[config.mk]
export PLATFORM = sky130hd
export DESIGN_NAME = hawk_axiwr_arb
export DESIGN_NICKNAME = d
export VERILOG_FILES = /design/src/rtl/hacd_pkg.sv /design/src/rtl/hawk_rr_picker.sv /design/src/rtl/hawk_axiwr_arb.sv
export SDC_FILE = /design/constraint.sdc
export NUM_CORES = 1
export LEC_CHECK = 0
export CAP_MARGIN = 20
export CELL_PAD_IN_SITES_DETAIL_PLACEMENT = 1
export CELL_PAD_IN_SITES_GLOBAL_PLACEMENT = 1
export CORE_AREA = 8 8 211 213
export DETAILED_ROUTE_END_ITERATION = 16
export DIE_AREA = 0 0 219 221
export HOLD_SLACK_MARGIN = 0.03
export PLACE_DENSITY = 0.69
export RECOVER_POWER = 100
export SLEW_MARGIN = 0
export SYNTH_ARGS = -nofsm -noshare
export SYNTH_HDL_FRONTEND = slang
export SYNTH_SLANG_ARGS = --single-unit
[constraint.sdc]
create_clock -name clk_i -period 4.7 [get_ports clk_i]
set_input_delay 1.175 -clock clk_i [delete_from_list [all_inputs] [get_ports clk_i]]
set_output_delay 1.175 -clock clk_i [all_outputs]
set_load 0.05 [all_outputs]
[src/rtl/hacd_pkg.sv]
// Shared hawk AXI write-side packet types, arbiter state encoding and width helper.
package hacd_pkg;

  localparam int unsigned AXI_AW = 64;
  localparam int unsigned AXI_DW = 64;
  localparam int unsigned AXI_SW = AXI_DW / 8;

  typedef struct packed {
    logic [AXI_AW-1:0] addr;
    logic [AXI_DW-1:0] data;
    logic [AXI_SW-1:0] strb;
  } axi_wr_pld_t;

  typedef struct packed {
    logic [AXI_AW-1:0] addr;
    logic [AXI_DW-1:0] data;
    logic [AXI_SW-1:0] strb;
    logic              awvalid;
    logic              wvalid;
  } axi_wr_reqpkt_t;

  typedef struct packed {
    logic awready;
    logic wready;
  } axi_wr_rdypkt_t;

  typedef struct packed {
    logic bresp;
    logic bvalid;
  } axi_wr_resppkt_t;

  typedef enum logic [1:0] {ARB_IDLE, ARB_ISSUE, ARB_WAIT_B} hawk_wrarb_state_t;

  // ceil(log2(n)), never less than 1 so it is always usable as a vector width
  function automatic int unsigned clogb2(input int unsigned n);
    int unsigned w;
    w = 0;
    if (n > 1) begin
      for (int unsigned v = n - 1; v > 0; v = v >> 1) w++;
    end
    if (w == 0) w = 1;
    return w;
  endfunction

endpackage

[src/rtl/hawk_rr_picker.sv]
// Combinational round-robin picker: first set request at or after ptr, wrapping modulo NUM_REQ.
module hawk_rr_picker
  import hacd_pkg::*;
#(
  parameter int unsigned NUM_REQ = 3,
  parameter int unsigned IW      = clogb2(NUM_REQ)
) (
  input  logic [NUM_REQ-1:0] req,
  input  logic [IW-1:0]      ptr,
  output logic [NUM_REQ-1:0] gnt,
  output logic [IW-1:0]      idx,
  output logic               valid
);

  logic [IW-1:0] cand;

  always_comb begin
    gnt   = '0;
    idx   = '0;
    valid = 1'b0;
    cand  = '0;
    for (int unsigned i = 0; i < NUM_REQ; i++) begin
      cand = IW'((32'(ptr) + i) % NUM_REQ);
      if (!valid && req[cand]) begin
        valid     = 1'b1;
        idx       = cand;
        gnt[cand] = 1'b1;
      end
    end
  end

endmodule

[src/rtl/hawk_axiwr_arb.sv]
// Round-robin arbiter sharing the hawk AXI write master among NUM_REQ clients,
// one outstanding write at a time, with a sticky B-channel watchdog.
module hawk_axiwr_arb
  import hacd_pkg::*;
#(
  parameter int unsigned NUM_REQ   = 3,
  parameter int unsigned B_TIMEOUT = 1024
) (
  input  logic                           clk_i,
  input  logic                           rst_ni,
  input  logic            [NUM_REQ-1:0]  req_i,
  input  axi_wr_pld_t     [NUM_REQ-1:0]  pld_i,
  output logic            [NUM_REQ-1:0]  gnt_o,
  output logic            [NUM_REQ-1:0]  done_o,
  output logic                           bresp_o,
  output axi_wr_reqpkt_t                 wr_req_o,
  input  axi_wr_rdypkt_t                 wr_rdy_i,
  input  axi_wr_resppkt_t                wr_resp_i,
  output logic                           bready_o,
  output logic                           busy_o,
  output logic                           wd_err_o
);

  localparam int unsigned IW      = clogb2(NUM_REQ);
  localparam int unsigned CW      = clogb2(B_TIMEOUT) + 1;
  localparam int unsigned WD_LAST = (B_TIMEOUT == 0) ? 0 : B_TIMEOUT - 1;
  localparam logic        WD_EN   = (B_TIMEOUT != 0);

  hawk_wrarb_state_t    state;
  logic [IW-1:0]        rr_ptr;
  logic [IW-1:0]        owner;
  logic [IW-1:0]        pick_idx;
  logic [NUM_REQ-1:0]   pick_gnt;
  logic                 pick_valid;
  logic                 aw_done;
  logic                 w_done;
  logic                 aw_hs;
  logic                 w_hs;
  logic [CW-1:0]        wd_cnt;
  logic [IW-1:0]        ptr_next;

  hawk_rr_picker #(
    .NUM_REQ (NUM_REQ),
    .IW      (IW)
  ) u_picker (
    .req   (req_i),
    .ptr   (rr_ptr),
    .gnt   (pick_gnt),
    .idx   (pick_idx),
    .valid (pick_valid)
  );

  assign aw_hs    = wr_req_o.awvalid & wr_rdy_i.awready;
  assign w_hs     = wr_req_o.wvalid & wr_rdy_i.wready;
  assign ptr_next = (owner == IW'(NUM_REQ - 1)) ? '0 : owner + 1'b1;

  always_ff @(posedge clk_i or negedge rst_ni) begin
    if (!rst_ni) begin
      state    <= ARB_IDLE;
      rr_ptr   <= '0;
      owner    <= '0;
      gnt_o    <= '0;
      done_o   <= '0;
      bresp_o  <= 1'b0;
      wr_req_o <= '0;
      bready_o <= 1'b0;
      busy_o   <= 1'b0;
      wd_err_o <= 1'b0;
      aw_done  <= 1'b0;
      w_done   <= 1'b0;
      wd_cnt   <= '0;
    end else begin
      done_o <= '0;
      unique case (state)
        ARB_IDLE: begin
          // Holding off while done_o is high keeps the finishing client from being regranted
          if (pick_valid && (done_o == '0)) begin
            state            <= ARB_ISSUE;
            owner            <= pick_idx;
            gnt_o            <= pick_gnt;
            busy_o           <= 1'b1;
            wr_req_o.addr    <= pld_i[pick_idx].addr;
            wr_req_o.data    <= pld_i[pick_idx].data;
            wr_req_o.strb    <= pld_i[pick_idx].strb;
            wr_req_o.awvalid <= 1'b1;
            wr_req_o.wvalid  <= 1'b1;
            aw_done          <= 1'b0;
            w_done           <= 1'b0;
          end
        end
        ARB_ISSUE: begin
          if ((aw_done | aw_hs) & (w_done | w_hs)) begin
            state            <= ARB_WAIT_B;
            bready_o         <= 1'b1;
            wd_cnt           <= '0;
            aw_done          <= 1'b0;
            w_done           <= 1'b0;
            wr_req_o.awvalid <= 1'b0;
            wr_req_o.wvalid  <= 1'b0;
          end else begin
            if (aw_hs) begin
              aw_done          <= 1'b1;
              wr_req_o.awvalid <= 1'b0;
            end
            if (w_hs) begin
              w_done          <= 1'b1;
              wr_req_o.wvalid <= 1'b0;
            end
          end
        end
        ARB_WAIT_B: begin
          if (wr_resp_i.bvalid) begin
            state    <= ARB_IDLE;
            done_o   <= gnt_o;
            bresp_o  <= wr_resp_i.bresp;
            gnt_o    <= '0;
            busy_o   <= 1'b0;
            bready_o <= 1'b0;
            rr_ptr   <= ptr_next;
          end else begin
            if (wd_cnt != '1) wd_cnt <= wd_cnt + 1'b1;
            if (WD_EN && (wd_cnt == CW'(WD_LAST))) wd_err_o <= 1'b1;
          end
        end
        default: state <= ARB_IDLE;
      endcase
    end
  end

endmodule

==> run metrics <==
Vias 9,733; Seq/Total Area, Yosys 43.3%; Final Skew 11.7 ps; Top FF cell, synth dfrtp_1; drt pass-1 iters 4; setup bufs post-CTS 0; CTS Buffer Depth 2; VDD IR max 0.493 mV; most common cell in the netlist dfrtp_1; ys async rst share 100%; Setup crit start kind input port; static leakage 6.75 nW; drt wl/cell 23.7 um; vias in the first global route 10,900; worst-path fanout max 39; CP Capture Type register; status finished with violations; Syn. warnings 0; Post-DRT Antenna Nets 0; drt drc 0; die width 219 um; most common library cells after synthesis 167 x dfrtp_1, 156 x nand2_1, 141 x nand3_1; die height 221 um; Met2 Wirelength 23,300 um; area grow syn2layout 65.0%; Final Hold Viols 0; post_cts resized 0; Slew headroom -31.7%; CTS sink count 167; die area 48,400 um^2; Post-synth EDFFs 0; CTS tree done; routed length on met3 4070 um; PD cells 755 nW/um^2; Hold-fix buffers, CTS 0; Num CTS Buffers 17; synth unique cells 54; Worst-Skew Late Latency 440 ps; initial antenna violation count 3; Mapped Avg Cell Area 10.2 um^2; Tcrit/Tclk final 80.5%; mapped cell area 9650 um^2; largest area contributor in the netlist dfrtp_1; Clock Tree Root clkbuf_16; data required time of the worst path 5050 ps; vias per cell 4.83; number of DRC markers in iteration 0 513; Tot GR Track Use 19.3%; first-pass GRT wire length 71,500 um; Post-DP HPWL 37,200 um; post-synth top area share 43.3%; failing checks max-capacitance violations, max-slew violations; unrepaired setup endpoints after global routing false; Total Wirelength 47,800 um; register bit total from synthesis 167; FMAX 0.264 GHz; total core area 41,300 um^2; Syn Nets 1,365; htree depth 4; IO buf count 564; final setup violation count 0; grt total ovfl 0; Synth area leaders dfrtp_1 43%, mux2i_1 14%, o211ai_2 11%, nand3_1 7.3%, nand2_1 6.1%; met1 WL 19,400 um; crit path DAT 4130 ps; Nets 1,885; HP Class register to register; Crit Path Category input port to register; Tmin final 3780 ps; Top Ports 565; Slew Limit Fails 97; Cells after Synth 943; top sig layer met5; GP Congestion 0.816; num rows 75; Worst-Margin Slew 1980 ps; largest net degree at the start of global routing 148; layout cells sized above 1 4.27%; Final Util 38.6%; TNS Setup 0 ps; Starting Density 23.4%; Worst-path clk slew 70 ps; max-cap violation count 2
[per-layer routing]
| metal | track usage, % | vias to the layer above |
|---|---|---|
| met5 | 0 | - |
| met4 | 5.53 | 2 |
| met3 | 6.89 | 54 |
| met2 | 32.6 | 391 |
| met1 | 22.6 | 4788 |
| li1 | - | 4498 |
[cell type report]
| type | count | area, um^2 |
|---|---|---|
| clock inverter | 8 | 97.6 |
| tap | 539 | 674 |
| inverter | 12 | 45.0 |
| fill | 4753 | 25400 |
| multi-input combinational | 682 | 4520 |
| clock buffer | 22 | 474 |
| antenna | 3 | 7.51 |
| timing repair buffer | 583 | 5930 |
| sequential | 167 | 4180 |
[power by group]
part           switching [W]  internal [W]
Clock               0.000613      0.000819
Sequential          0.000361       0.00213
Combinational        0.00539       0.00271
Total                0.00637       0.00566
[critical path, stage by stage]
cell	delay (ps)
dlygate4sd3_1	710
nand2b_1	130
mux2i_1	640
o31a_2	740
buf_12	290
nand3_1	230
o211ai_1	190
[cell usage in the layout (no fill, tap or decap), types with 6 or more instances in the layout]
cell,instances
dlygate4sd3_1,152
a21oi_1,13
o21ai_0,13
nor3_1,6
o211ai_1,131
o211ai_2,6
inv_1,12
nand2_1,156
nand3_1,141
mux2i_1,140
clkdlybuf4s50_1,411
clkbuf_16,17
buf_12,12
nor2_1,11
dfrtp_1,167
[kinds of logic (layout without fill, tap and decap cells)]
| kind of cell | Yosys count | after routing | synth area share [%] |
|---|---|---|---|
| simple gates | 339 | 339 | 15.9 |
| compound gates | 191 | 191 | 19.0 |
| flops | 167 | 167 | 43.3 |
| mux | 143 | 143 | 15.0 |
| buf+inv | 94 | 625 | 5.73 |
| fa+ha+maj | 5 | 5 | 0.648 |
| xor+xnor | 4 | 4 | 0.363 |
| other cells | 0 | 3 | 0 |
[final timing paths]
kind | startpoint | endpoint | slack [ps] | depth (start not counted)
worst max-delay path | req_i[2] | wr_req_o[19] | 920 | 7
worst max register to register | rr_ptr[1] | wr_req_o[19] | 1560 | 8
min in group asynchronous | rst_ni | wr_req_o[76] | 1280 | 1
worst min register to register | wd_err_o | wd_err_o | 470 | 1
worst min-delay path | wd_err_o | wd_err_o | 470 | 1
max in group asynchronous | rst_ni | wr_req_o[37] | 1100 | 2
[metrics by stage]
stage	instances	area, um^2	hold slack (ps)	setup WS, ps	total power, W
2_1_floorplan	943	9650	448	2080	0.00844
6_report	2016	15900	474	917	0.0120
5_1_grt	2015	15900	487	593	0.0128
4_1_cts	2013	16400	487	1280	0.0129
3_5_place_dp	1983	15800	470	792	0.0114
3_3_place_gp	1983	15800	455	846	0.0112
[flip-flops by register name (all words and copies together) (netlist names)]
| register | flops |
|---|---|
| busy_o | 1 |
| owner | 2 |
| bresp_o | 1 |
| wd_err_o | 1 |
| rr_ptr | 2 |
| wr_req_o | 138 |
| gnt_o | 3 |
| aw_done | 1 |
| state | 2 |
| bready_o | 1 |
| wd_cnt | 11 |
| w_done | 1 |
| done_o | 3 |
Note: power is estimated with default switching activity, not from simulation.
